File: config.mk
export PLATFORM = sky130hd
export DESIGN_NAME = y_pair_fetch
export DESIGN_NICKNAME = d
export VERILOG_FILES = /design/src/rtl/y_pair_fetch.sv
export SDC_FILE = /design/constraint.sdc
export NUM_CORES = 1
export LEC_CHECK = 0
export BUFFER_PORTS_ARGS = -buffer_cell sky130_fd_sc_hd__buf_2
export CAP_MARGIN = 15
export CORE_UTILIZATION = 45
export DETAILED_ROUTE_END_ITERATION = 8
export GPL_TIMING_DRIVEN = 0
export PLACE_DENSITY = 0.76
export SKIP_CTS_REPAIR_TIMING = 1
export SLEW_MARGIN = 5
export SYNTH_ARGS = -nofsm -noshare
export SYNTH_HDL_FRONTEND = slang
export SYNTH_SLANG_ARGS = --single-unit
File: constraint.sdc
create_clock -name clock -period 1.39 [get_ports clock]
set_clock_uncertainty 0.05 [all_clocks]
set_input_delay 0.2085 -clock clock [delete_from_list [all_inputs] [get_ports clock]]
set_output_delay 0.2085 -clock clock [all_outputs]
set_load 0.05 [all_outputs]
File: src/rtl/y_pair_fetch.sv
// Fetches one Y-matrix operand pair per distinct decoder address pair and presents it on a valid/ready port.
// Optional address-pair consistency check enabled by defining YPF_PAIR_CHECK_EN.
module y_pair_fetch #(
   localparam int unsigned ADDR_W = 11,
   parameter int unsigned DATA_W = 32,
   parameter logic [ADDR_W-1:0] NULL_ADDR = 11'h7FF
) (
   input  logic              clock,
   input  logic              reset,
   input  logic [ADDR_W-1:0] yPF_inAddr1,
   input  logic [ADDR_W-1:0] yPF_inAddr2,
   output logic              sram_readEn,
   output logic [ADDR_W-1:0] sram_readAddr,
   input  logic [DATA_W-1:0] sram_readData,
   output logic [DATA_W-1:0] yPF_outData1,
   output logic [DATA_W-1:0] yPF_outData2,
   output logic              yPF_outValid,
   input  logic              yPF_outReady,
   output logic              yPF_err
);

   localparam logic [2:0] IDLE = 3'd0;
   localparam logic [2:0] RD1  = 3'd1;
   localparam logic [2:0] RD2  = 3'd2;
   localparam logic [2:0] WAIT = 3'd3;
   localparam logic [2:0] HOLD = 3'd4;

   logic [2:0]        state, state_n;
   logic [ADDR_W-1:0] last_addr1, last_addr1_n;
   logic [ADDR_W-1:0] lat_addr1, lat_addr1_n;
   logic [ADDR_W-1:0] lat_addr2, lat_addr2_n;
   logic              read_en_n;
   logic [ADDR_W-1:0] read_addr_n;
   logic [DATA_W-1:0] out_data1_n, out_data2_n;
   logic              out_valid_n;
   logic              new_req;

   // A held decoder pair must not be refetched; only a change or a NULL gap re-arms it
   assign new_req = (yPF_inAddr1 != NULL_ADDR) && (yPF_inAddr1 != last_addr1);

   // Next-state and next-output logic
   always_comb begin
      state_n      = state;
      last_addr1_n = last_addr1;
      lat_addr1_n  = lat_addr1;
      lat_addr2_n  = lat_addr2;
      read_en_n    = sram_readEn;
      read_addr_n  = sram_readAddr;
      out_data1_n  = yPF_outData1;
      out_data2_n  = yPF_outData2;
      out_valid_n  = yPF_outValid;
      case (state)
         IDLE: begin
            if (new_req) begin
               lat_addr1_n  = yPF_inAddr1;
               lat_addr2_n  = yPF_inAddr2;
               last_addr1_n = yPF_inAddr1;
               read_en_n    = 1'b1;
               read_addr_n  = yPF_inAddr1;
               state_n      = RD1;
            end else if (yPF_inAddr1 == NULL_ADDR) begin
               last_addr1_n = NULL_ADDR;
            end
         end
         RD1: begin
            if (lat_addr2 != NULL_ADDR) begin
               read_en_n   = 1'b1;
               read_addr_n = lat_addr2;
            end else begin
               read_en_n   = 1'b0;
               read_addr_n = NULL_ADDR;
            end
            state_n = RD2;
         end
         RD2: begin
            out_data1_n = sram_readData;
            read_en_n   = 1'b0;
            read_addr_n = NULL_ADDR;
            state_n     = WAIT;
         end
         WAIT: begin
            out_data2_n = (lat_addr2 != NULL_ADDR) ? sram_readData : '0;
            out_valid_n = 1'b1;
            state_n     = HOLD;
         end
         HOLD: begin
            if (yPF_outValid && yPF_outReady) begin
               out_valid_n = 1'b0;
               state_n     = IDLE;
            end
         end
         default: begin
            state_n = IDLE;
         end
      endcase
   end

   // State and registered outputs
   always_ff @(posedge clock) begin
      if (reset) begin
         state         <= IDLE;
         last_addr1    <= NULL_ADDR;
         lat_addr1     <= NULL_ADDR;
         lat_addr2     <= NULL_ADDR;
         sram_readEn   <= 1'b0;
         sram_readAddr <= NULL_ADDR;
         yPF_outData1  <= '0;
         yPF_outData2  <= '0;
         yPF_outValid  <= 1'b0;
      end else begin
         state         <= state_n;
         last_addr1    <= last_addr1_n;
         lat_addr1     <= lat_addr1_n;
         lat_addr2     <= lat_addr2_n;
         sram_readEn   <= read_en_n;
         sram_readAddr <= read_addr_n;
         yPF_outData1  <= out_data1_n;
         yPF_outData2  <= out_data2_n;
         yPF_outValid  <= out_valid_n;
      end
   end

`ifdef YPF_PAIR_CHECK_EN
   logic pair_bad;
   logic err_n;

   // addr2 must be NULL or addr1+1 with 11-bit wrap
   assign pair_bad = (yPF_inAddr2 != NULL_ADDR) &&
                     (yPF_inAddr2 != ADDR_W'(yPF_inAddr1 + ADDR_W'(1)));

   always_comb begin
      err_n = yPF_err;
      if ((state == IDLE) && new_req && pair_bad) begin
         err_n = 1'b1;
      end
   end

   always_ff @(posedge clock) begin
      if (reset) begin
         yPF_err <= 1'b0;
      end else begin
         yPF_err <= err_n;
      end
   end
`else
   assign yPF_err = 1'b0;
`endif

endmodule
* Word level (Yosys, flattened, before mapping)
Index checks and enable logic that the tools add are counted.
** Word-level totals
- Bits in registers :: 102
- Bits of input ports :: 57
** Cells by class
- Equal/unequal tests :: 10
- Multiplexer cells :: 14
- Reduce and logical (&&, ||, !) cells :: 11
** Operators with widths (count)
- two-way mux 11 bit :: 4
- one-hot mux 11 bit (3 select lines) :: 1
- two-way mux 32 bit :: 1
- inequality test 11 bit, second input constant :: 2
- one-hot mux 3 bit (5 select lines) :: 1
- == test 11 bit, second input constant :: 1
- inequality test 11 bit :: 1
- AND reduction 2 bit :: 5
- == test 3 x 2 -> 1 bit, second input constant :: 2
- two-way mux 3 bit :: 2
- inequality test 2 bit, second input constant :: 2
- nonzero test 2 bit :: 2
- == test 3 x 1 -> 1 bit, second input constant :: 1
- == test 3 bit, second input constant :: 1
- logical NOT 3 bit :: 1
- two-way mux 1 bit :: 3
- one-hot mux 1 bit (3 select lines) :: 1
- nonzero test 3 bit :: 1
- logical AND 1 bit :: 2
- one-hot mux 1 bit (2 select lines) :: 1

* Logic depth before layout (Yosys ltp)
Gate-level depths: netlist of the first run.
- Depth in word-level cells :: 4
- Depth in mapped cells :: 8
- Gate-level depth less buffers :: 5

* Least setup slack after synthesis of the first run
No wires, ideal clock.
- Path kind :: register to register
- Start :: register state[0]
- End :: register sram_readAddr[10]
- Data arrival time :: 1.372 ns
- Path slack :: -0.152 ns
- Cell stages (with the launch flop) :: 7
- Clock period less this slack :: 1.542 ns
- Cells stage by stage :: dfxtp_1 > buf_2 > or3b_1 > buf_2 > o22a_1 > nor2_1 > mux2i_1
** Between the ends
- Cells in the longest elaborated chain, start to end :: 3
- Elaborated cells between the ends (all ways) :: 7
** Ends and longest elaborated chain
- from (decl) :: line 28 : logic [2:0] state, state_n;
- from (signal assigned) :: line 111 : state <= state_n;
- == test 3 x 1 -> 1 bit (tied with other cells) :: line 52 : case (state)
- nonzero test 3 bit (no line) / inequality test 2 bit (equally long branches)
- AND reduction 2 bit (no line)
- to (signal assigned) :: line 116 : sram_readAddr <= read_addr_n;
- to (decl) :: line 13 : output logic [ADDR_W-1:0] sram_readAddr,
Parallel ways exist; a longest one is shown, timed or not.
A chain may end at the register's enable or synchronous reset.

* Final worst setup path of the first run
- Start :: register last_addr1[7]
- End :: register lat_addr2[1]
** Between the ends
- Cells in the longest elaborated chain, start to end :: 3
** Ends and longest elaborated chain
- from (decl) :: line 29 : logic [ADDR_W-1:0] last_addr1, last_addr1_n;
- from (signal assigned) :: line 112 : last_addr1 <= last_addr1_n;
- inequality test 11 bit :: line 39 : assign new_req = (yPF_inAddr1 != NULL_ADDR) && (yPF_inAddr1 != last_addr1);
- logical AND 1 bit :: line 39
- AND reduction 2 bit (no line)
- to (signal assigned) :: line 114 : lat_addr2 <= lat_addr2_n;
- to (decl) :: line 31 : logic [ADDR_W-1:0] lat_addr2, lat_addr2_n;
No other way between the ends.

==> metrics.cfg, run 1 <==
[status]
status=finished with violations
violations=negative setup slack

[yosys]
ys_seq_area_frac=0.511
postSynthCellCount=464
yosys_register_bits=102
syn_area_sq_mm=0.00400
ys_warn_count=0
ys_types=31
synth_nets=521
syn_avg_cell_area_sq_um=8.62

[sta]
min_period_over_period=1.21
slew_violations=0
rsz0062_at_grt=yes
tightestPinTransition_ps=727
finalHoldViolations=0
slew_headroom=0.515
fmax_ghz=0.595
setup_violations=99
layout_min_cycle_time_ps=1680
hold_slack_ps=33.6
layout_setup_ws_ps=-291

[power]
switching_power_uw=2670
power_frac_clock=0.243
cellInternalPower_uw=4790
finalPower_uw=7460
pwr-share-comb=0.309
p_seq_frac=0.448
ir_drop_mv=0.620
sw_frac_of_total=0.358
power_density_mw_per_mm2=1250
cellLeakagePower_uw=0.00252

[die]
fp.dieW_um=96.3
fp.dieH_um=96.3
core_area_sq_mm=0.00868
start_util=0.461
ios=135
row_count=34
dieArea_sq_mm=0.00926

[global_routing]
grt_antenna_before_repair=0
use_met3=0.0513
grt_max_degree=19
use_met2=0.351
first_global_vias=3300
track_usage=0.218
grt_most_used_layer=met2
grt_pass1_wl_um=15500
grt.met1_usage=0.288
gr-total-overflow=0

[final_layout]
final_cell_mix=132 x buf_2, 99 x nor2_1, 93 x dfxtp_1
diodes=0
fin_util=0.690
final_cell_area_sq_mm=0.00599
final_common_cell=buf_2
fillers=654
syn_to_final_growth_pct=49.8
layout.nets=687
drive_gt1_frac=0.491

[placement]
gp_congestion=0.878
portBuffers=132
place_hpwl_um=7670
dpl_cell_area_sq_mm=0.00485
pre_cts_ws_ps=-504

[drt]
initialDrtViolationCount=224
drc=0
routed_wirelength_um=11800
dr_total_vias=3974
viasPerCell=5.35
post_drt_wl_per_cell_um=15.9
first_pass_iters=4
drt.antenna.violating_nets=0

[worst_hold_path]
holdCritStartpoint=sram_readData[20]
min_to=yPF_outData2[20]
worstHoldPathCells=3
worstHoldPathType=in -> reg

[critical_path]
r2r_end=lat_addr2[1]
reg2reg_depth=6
endpoint_kind=register
rrSetupSlack_ps=-290
cp.arrival_ps=1890
crit_path_start=last_addr1[7]
cp_max_fo=5
path_class=reg -> reg
r2r-start=last_addr1[7]
start_kind=register
cp_data_required_time_ps=1590

[cts]
clock-sinks=102
insertion_delay_ps=360
cts-root-buf=clkbuf_8
clockBufferDepth=2
cts_tree=built
ctsHtreeMaxLevel=3
cts_buffers=9
cts.clk_slew.worst_paths_ps=110

[job]
cap_violations=0

## synthesized netlist by cell type (all sizes together)
| library cell | count | area share |
|---|---|---|
| nand3b | 1 | 0.0019 |
| and2 | 1 | 0.0016 |
| or3 | 1 | 0.0028 |
| buf | 16 | 0.027 |
| o22a | 11 | 0.024 |
| a21oi | 37 | 0.046 |
| o31a | 1 | 0.0022 |
| and3 | 1 | 0.0016 |
| o21ai | 1 | 0.0013 |
| mux2i | 22 | 0.055 |
| or3b | 2 | 0.0044 |
| clkbuf | 22 | 0.021 |
| nor3 | 4 | 0.0050 |
| xor2 | 11 | 0.024 |
| a22oi | 43 | 0.081 |
| dfxtp | 102 | 0.51 |
| a211oi | 1 | 0.0019 |
| nor2 | 100 | 0.094 |
| xnor2 | 1 | 0.0022 |
| nor4 | 5 | 0.011 |
| nand4 | 5 | 0.0078 |
| nand2 | 69 | 0.065 |
| conb | 1 | 0.00094 |
| inv | 1 | 0.00094 |
| nor3b | 1 | 0.0019 |
| nand3 | 4 | 0.0050 |
## critical path, cell delays in order (launching register included)
cell       delay [ps]
dfxtp_2           340
xor2_2            150
nor4_2            310
nand3_1           190
and3_4            260
clkbuf_16         160
mux2i_1           110
## final cells by class
type                       count  area, sq um  share of cell area
tap                          108          135              0.0226
inverter                       1         3.75            0.000627
clock buffer                  10          138              0.0230
buffer                        36          318              0.0531
clock inverter                 6         52.6             0.00877
multi-input combinational    323         2310               0.385
sequential                   102         2060               0.343
timing repair buffer         157          978               0.163
## logic make-up after synthesis
family / after synthesis / share of synthesized area
compound gates: 94 / 0.156
buf+inv: 39 / 0.0482
simple gates: 194 / 0.202
other cells: 1 / 0.000938
mux: 22 / 0.0551
xor+xnor: 12 / 0.0263
flops: 102 / 0.511
## state kept, by name, summed over array words and instances (netlist names)
register,flops
sram_readAddr,11
yPF_outData2,32
yPF_outData1,32
sram_readEn,1
yPF_outValid,1
last_addr1,11
state,3
lat_addr2,11
## metrics by stage
| step | std cells | TNS (ps) |
|---|---|---|
| 6_report | 743 | -15290 |
| 3_3_place_gp | 704 | -32560 |
| 2_1_floorplan | 464 | -2560 |
| 5_1_grt | 743 | -23030 |
| 4_1_cts | 720 | -36080 |
| 3_5_place_dp | 704 | -36740 |
## power groups by stage
stage | combinational (uW) | clock [uW] | sequential (uW)
finish | 2300 | 1810 | 3340
global route | 2430 | 1970 | 3370
CTS | 1770 | 1830 | 3290
detailed placement | 1760 | 0 | 3360
global placement | 1740 | 0 | 3350
floorplan | 802 | 0 | 3860
## worst max path at each step
stage	slack, ps	endpoint	cells past startpoint
after global placement	-480	yPF_outData1[14]	5
after global routing	-340	sram_readAddr[10]	6
after detailed placement	-500	yPF_outData1[18]	5
after CTS	-530	yPF_outData1[18]	5
final	-290	lat_addr2[1]	6
after floorplan	-120	lat_addr2[0]	6
## routing by layer
metal	vias to the layer above	routed length (um)
met4	0	206
met1	1899	5040
met2	143	5880
met3	20	713
met5	-	0
li1	1912	-
(Power assumes the default switching activity.)
==> run 2, diff against run 1 <==
--- a/config.mk
+++ b/config.mk
@@ -7,11 +7,12 @@
 export LEC_CHECK = 0
 export BUFFER_PORTS_ARGS = -buffer_cell sky130_fd_sc_hd__buf_2
 export CAP_MARGIN = 15
-export CORE_UTILIZATION = 45
+export CORE_UTILIZATION = 50
 export DETAILED_ROUTE_END_ITERATION = 8
 export GPL_TIMING_DRIVEN = 0
-export PLACE_DENSITY = 0.76
+export PLACE_DENSITY_LB_ADDON = 0.3
 export SKIP_CTS_REPAIR_TIMING = 1
+export SKIP_LAST_GASP = 1
 export SLEW_MARGIN = 5
 export SYNTH_ARGS = -nofsm -noshare
 export SYNTH_HDL_FRONTEND = slang
==> constraint.sdc (replaced) <==
create_clock -name clock -period 1.6 [get_ports clock]
set_clock_uncertainty 0.05 [all_clocks]
set_input_delay 0.24 -clock clock [delete_from_list [all_inputs] [get_ports clock]]
set_output_delay 0.24 -clock clock [all_outputs]
set_load 0.05 [all_outputs]
==> run 2 against run 1 <==
Via count shrank 4.0%. Wire length decreased by 10%. Sequential cell count stayed put. Largest cell class is now registers. Die area fell by 9.8%. The flow still finishes with violations (negative setup slack). Sequential share of layout area is 4.9 points higher. Clock power is 7% lower. Utilization down 1.4 points. Critical path depth stayed put. Highest routed layer unchanged. Final area fell by 13%. Maximum frequency shrank 3.9%.
==> metrics.cfg, run 2 (same netlist as run 1, synthesis figures left out) <==
[critical_path]
cp.arrival_ps=1980  ; was 1890 ps
start_kind=register  ; unchanged
cp_max_fo=10  ; was 5
path_class=reg -> reg  ; unchanged
reg2reg_depth=6  ; unchanged
crit_slowest_cell=nor4_2  ; was dfxtp_2
endpoint=lat_addr2[3]  ; was lat_addr2[1]
crit_path_start=last_addr1[4]  ; was last_addr1[7]
rrSetupSlack_ps=-150  ; was -290 ps
crit_chain=xor2_1, nor4_2, nand3_1, and3_4, buf_12, mux2i_1  ; was xor2_2, nor4_2, nand3_1, and3_4, clkbuf_16, mux2i_1
max_stage_delay_ps=340  ; about the same
r2r_end=lat_addr2[3]  ; was lat_addr2[1]
r2r-start=last_addr1[4]  ; was last_addr1[7]
endpoint_kind=register  ; unchanged
cp_data_required_time_ps=1830  ; was 1590 ps

[drt]
first_pass_iters=4  ; unchanged
post_drt_wl_per_cell_um=14.7  ; was 15.9 um
routed_wirelength_um=10600  ; was 11800 um
drt.antenna.violating_nets=0  ; unchanged
initialDrtViolationCount=156  ; was 224
dr_total_vias=3816  ; was 3974
drc=0  ; unchanged
viasPerCell=5.29  ; was 5.35

[final_layout]
multi_input_area_sq_mm=0.00186  ; was 0.00231 sq mm
fin_util=0.676  ; was 0.690
final_cell_area_sq_mm=0.00522  ; was 0.00599 sq mm
layout.nets=672  ; was 687
syn_to_final_growth_pct=30.6  ; was 49.8%
final-seq-area_sq_mm=0.00205  ; was 0.00206 sq mm
diodes=0  ; unchanged
fillers=641  ; was 654
final_cell_mix=137 x buf_2, 99 x dfxtp_1, 98 x nor2_1  ; was 132 x buf_2, 99 x nor2_1, 93 x dfxtp_1
top_regs=yPF_outData1 (32), yPF_outData2 (32)  ; unchanged
drive_gt1_frac=0.326  ; was 0.491
final_common_cell=buf_2  ; unchanged

[placement]
pre_cts_ws_ps=-287  ; was -504 ps
gp_congestion=0.883  ; was 0.878
portBuffers=132  ; unchanged
place_hpwl_um=7550  ; was 7670 um
dpl_cell_area_sq_mm=0.00479  ; was 0.00485 sq mm

[status]
status=finished with violations  ; unchanged
violations=negative setup slack  ; unchanged

[cts]
clockBufferDepth=2  ; unchanged
cts_tree=built  ; unchanged
clock-sinks=102  ; unchanged
cts.clk_slew.worst_paths_ps=100  ; was 110 ps
ctsHtreeMaxLevel=3  ; unchanged
insertion_delay_ps=360  ; about the same
cts-root-buf=clkbuf_8  ; unchanged
cts_buffers=9  ; unchanged

[sta]
rsz0062_at_grt=yes  ; unchanged
layout_setup_ws_ps=-150  ; was -291 ps
finalHoldViolations=0  ; unchanged
setup_violations=31  ; was 99
min_period_over_period=1.09  ; was 1.21
layout_min_cycle_time_ps=1750  ; was 1680 ps
slew_violations=0  ; unchanged
fmax_ghz=0.571  ; was 0.595 GHz
tightestPinTransition_ps=509  ; was 727 ps
hold_slack_ps=68.4  ; was 33.6 ps
slew_headroom=0.661  ; was 0.515

[die]
core_area_sq_mm=0.00773  ; was 0.00868 sq mm
start_util=0.517  ; was 0.461
dieArea_sq_mm=0.00836  ; was 0.00926 sq mm
fp.dieH_um=91.4  ; was 96.3 um
row_count=32  ; was 34
fp.dieW_um=91.4  ; was 96.3 um
ios=135  ; unchanged

[power]
pwr-share-comb=0.267  ; was 0.309
ir_drop_mv=0.787  ; was 0.620 mV
finalPower_uw=6200  ; was 7460 uW
p_seq_frac=0.462  ; was 0.448
power_frac_clock=0.271  ; was 0.243
switching_power_uw=2090  ; was 2670 uW
cellInternalPower_uw=4110  ; was 4790 uW
sw_frac_of_total=0.336  ; was 0.358
cellLeakagePower_uw=0.00226  ; was 0.00252 uW
power_density_mw_per_mm2=1190  ; was 1250 mW/mm^2

[global_routing]
gr-total-overflow=0  ; unchanged
track_usage=0.247  ; was 0.218
grt_pass1_wl_um=16400  ; was 15500 um
first_global_vias=3482  ; was 3300
grt_max_degree=17  ; was 19
grt_antenna_before_repair=0  ; unchanged

[job]
cap_violations=0  ; unchanged

[worst_hold_path]
worstHoldPathType=in -> reg  ; unchanged

## run 2: cell count changes in the layout (fill, tap and decap cells not counted), sizes merged
cell,delta
bufinv,+1
clkinv,-2
clkbuf,+3
buf,-17
inv,-1
## run 2: worst min-delay path by stage
stage | from | end | slack [ps] | cells after the start
finish | sram_readData[16] | yPF_outData1[16] | 70 | 3
floorplan | sram_readData[11] | yPF_outData1[11] | 330 | 2
CTS | sram_readData[23] | yPF_outData1[23] | 60 | 3
detailed placement | yPF_outData1[10] | yPF_outData1[10] | 390 | 2
global placement | yPF_outData1[26] | yPF_outData1[26] | 390 | 2
global route | sram_readData[24] | yPF_outData1[24] | 70 | 3
## run 2: layout make-up
type / count / area share
inverters: 1 / 0.000719
repair buffers: 141 / 0.140
clock buffers: 11 / 0.0290
well taps: 102 / 0.0244
multi-input cells: 323 / 0.357
plain buffers: 37 / 0.0465
flip-flops and latches: 102 / 0.392
clock inverters: 4 / 0.0103
## run 2: worst max-delay path: cells and delay by family, from the launching register on
kind	cells	cell delay, ps
mux	1	180
buf+inv	1	140
xor+xnor	1	170
simple gates	3	810
flops	1	330
## run 2: power by group through the flow
stage | sequential [uW] | clock [uW] | combinational [uW]
after floorplan | 3350 | 0 | 651
after global placement | 2900 | 0 | 1460
after detailed placement | 2910 | 0 | 1480
after CTS | 2860 | 1690 | 1490
after global routing | 2890 | 1810 | 1770
final | 2860 | 1680 | 1660
## run 2: stage by stage
stage / cells / TNS [ps]
after CTS: 713 / -17940
after global routing: 721 / -10150
after detailed placement: 698 / -17000
after floorplan: 464 / 0
after global placement: 698 / -14670
final: 721 / -2700
## run 2: layer usage
layer,vias up,track usage,part of all wire
met2,143,0.400,0.48
met1,1775,0.329,0.43
li1,1877,-,-
met5,-,0,0
met3,21,0.0444,0.071
met4,0,0.0899,0.020
==> run 3, diff against run 2 <==
--- a/config.mk
+++ b/config.mk
@@ -17,3 +17,4 @@
 export SYNTH_ARGS = -nofsm -noshare
 export SYNTH_HDL_FRONTEND = slang
 export SYNTH_SLANG_ARGS = --single-unit
+export TNS_END_PERCENT = 50
==> run 3 against run 2 <==
Final cell count shrank 0.42%. Via count down 0.73%. Register-to-register slack is essentially flat. Sequential power about the same. First-iteration DRC count increased by 3.2%. Non-clock buffer count shrank 3. Highest routed layer unchanged. The run still ends with negative setup slack left. Combinational power is 5% lower. Power fell by 1.2%. Setup slack better by 12 ps. Utilization fell by 1.2 points. Final area is 1.8% lower. Largest power group unchanged. Hold slack lost 3.2 ps.
==> metrics.cfg, run 3 (same netlist as run 1, synthesis figures left out) <==
[critical_path]
max_stage_delay_ps=410  ; was 340 ps
cp_num_buf_inv=2  ; was 1
cp_data_required_time_ps=1810  ; was 1830 ps
endpoint_kind=register  ; unchanged
start_kind=register  ; unchanged
cp_max_fo=10  ; unchanged
cp_num_cells=6  ; unchanged
path_class=reg -> reg  ; unchanged
reg2reg_depth=6  ; unchanged
crit_chain=clkbuf_4, or3b_4, buf_2, o22a_1, nor2_1, mux2i_1  ; was xor2_1, nor4_2, nand3_1, and3_4, buf_12, mux2i_1
crit_slowest_cell=or3b_4  ; was nor4_2
cp.arrival_ps=1950  ; was 1980 ps
cp_top_family=simple AND/OR/NAND/NOR gates  ; unchanged

[cts]
cts_tree=built  ; unchanged
clock-sinks=102  ; unchanged
insertion_delay_ps=360  ; about the same
cts-root-buf=clkbuf_8  ; unchanged
cts.clk_slew.worst_paths_ps=100  ; about the same
cts_buffers=9  ; unchanged
ctsHtreeMaxLevel=3  ; unchanged
clockBufferDepth=2  ; unchanged

[global_routing]
grt_max_degree=17  ; unchanged
grt_pass1_wl_um=16400  ; unchanged
grt_antenna_before_repair=0  ; unchanged
gr-total-overflow=0  ; unchanged
first_global_vias=3482  ; unchanged
track_usage=0.247  ; unchanged

[final_layout]
fin_util=0.664  ; was 0.676
layout.nets=669  ; was 672
final_common_cell=buf_2  ; unchanged
final_cell_mix=139 x buf_2, 101 x dfxtp_1, 99 x nor2_1  ; was 137 x buf_2, 99 x dfxtp_1, 98 x nor2_1
syn_to_final_growth_pct=28.3  ; was 30.6%
top_regs=yPF_outData1 (32), yPF_outData2 (32)  ; unchanged
final_cell_area_sq_mm=0.00513  ; was 0.00522 sq mm
diodes=0  ; unchanged
drive_gt1_frac=0.307  ; was 0.326

[power]
switching_power_uw=2050  ; was 2090 uW
cellInternalPower_uw=4070  ; was 4110 uW
pwr-share-comb=0.258  ; was 0.267
ir_drop_mv=0.789  ; was 0.787 mV
power_density_mw_per_mm2=1190  ; about the same
power_frac_clock=0.275  ; was 0.271
p_seq_frac=0.467  ; was 0.462
sw_frac_of_total=0.335  ; was 0.336
cellLeakagePower_uw=0.00224  ; was 0.00226 uW

[sta]
finalHoldViolations=0  ; unchanged
setup_violations=37  ; was 31
slew_violations=0  ; unchanged
layout_min_cycle_time_ps=1740  ; was 1750 ps
tightestPinTransition_ps=506  ; was 509 ps
min_period_over_period=1.09  ; about the same
slew_headroom=0.662  ; was 0.661
fmax_ghz=0.575  ; was 0.571 GHz
rsz0062_at_grt=yes  ; unchanged
layout_setup_ws_ps=-138  ; was -150 ps

[die]
core_area_sq_mm=0.00773  ; unchanged
fp.dieW_um=91.4  ; unchanged
ios=135  ; unchanged
start_util=0.517  ; unchanged
row_count=32  ; unchanged
fp.dieH_um=91.4  ; unchanged
dieArea_sq_mm=0.00836  ; unchanged

[drt]
routed_wirelength_um=10600  ; about the same
drt.antenna.violating_nets=0  ; unchanged
dr_total_vias=3788  ; was 3816
first_pass_iters=7  ; was 4
drc=0  ; unchanged
viasPerCell=5.28  ; was 5.29
post_drt_wl_per_cell_um=14.7  ; about the same
initialDrtViolationCount=161  ; was 156

[placement]
portBuffers=132  ; unchanged
dpl_cell_area_sq_mm=0.00479  ; unchanged
gp_congestion=0.883  ; unchanged
place_hpwl_um=7550  ; unchanged

[status]
violations=negative setup slack  ; unchanged
status=finished with violations  ; unchanged

[worst_hold_path]
worstHoldPathType=in -> reg  ; unchanged
worstHoldPathCells=3  ; unchanged

[job]
cap_violations=0  ; unchanged

[run 3: cell types whose count changed in the layout (fill, tap and decap cells not counted)]
cell and change:
buf_6 -4, nor2_1 +1, nor4_4 -1, dfxtp_1 +2
a22oi_2 -6, a22oi_1 +6, nor4_1 +1, dfxtp_2 -2
clkbuf_4 -1, nor2_2 -1, buf_2 +2
[run 3: cell type report]
| cell class | instances | area [sq um] |
|---|---|---|
| fill | 656 | 2600 |
| sequential | 102 | 2040 |
| multi-input combinational | 323 | 1820 |
| timing repair buffer | 138 | 706 |
| buffer | 37 | 226 |
| clock buffer | 11 | 151 |
| tap | 102 | 128 |
| clock inverter | 4 | 53.8 |
| inverter | 1 | 3.75 |
[run 3: worst register-to-register path: stages (launching register included)]
cell and delay, ps:
dfxtp_1 340, clkbuf_4 210, or3b_4 410, buf_2 190, o22a_1 210, nor2_1 140, mux2i_1 90
[run 3: worst paths after layout]
path / to / slack (ps) / from
setup / recovery: sram_readAddr[2] / -140 / state[0]
hold / removal: yPF_outData1[16] / 70 / sram_readData[16]
setup reg to reg: sram_readAddr[2] / -140 / state[0]
hold reg to reg: yPF_outData1[10] / 410 / yPF_outData1[10]
[run 3: power by group through the flow]
stage / clock network (uW) / logic, uW / registers (uW)
CTS: 1690 / 1490 / 2860
floorplan: 0 / 651 / 3350
global route: 1810 / 1690 / 2890
finish: 1680 / 1580 / 2860
global placement: 0 / 1460 / 2900
detailed placement: 0 / 1480 / 2910
[run 3: metal layers]
| metal | up-vias | routed length, um | GRT usage |
|---|---|---|---|
| li1 | 1870 | - | - |
| met1 | 1761 | 4620 | 0.329 |
| met2 | 143 | 5060 | 0.400 |
| met3 | 14 | 699 | 0.0444 |
| met4 | 0 | 165 | 0.0899 |
| met5 | - | 0 | 0 |
[run 3: through the flow]
stage / worst slack, ps / hold WS (ps) / setup TNS, ps / total power, uW / cells
2_1_floorplan: 58.0 / 326 / 0 / 4000 / 464
3_3_place_gp: -246 / 390 / -14670 / 4360 / 698
3_5_place_dp: -287 / 395 / -17000 / 4390 / 698
4_1_cts: -330 / 63.4 / -17940 / 6030 / 713
5_1_grt: -234 / 71.1 / -10600 / 6380 / 718
6_report: -138 / 65.3 / -2710 / 6130 / 718
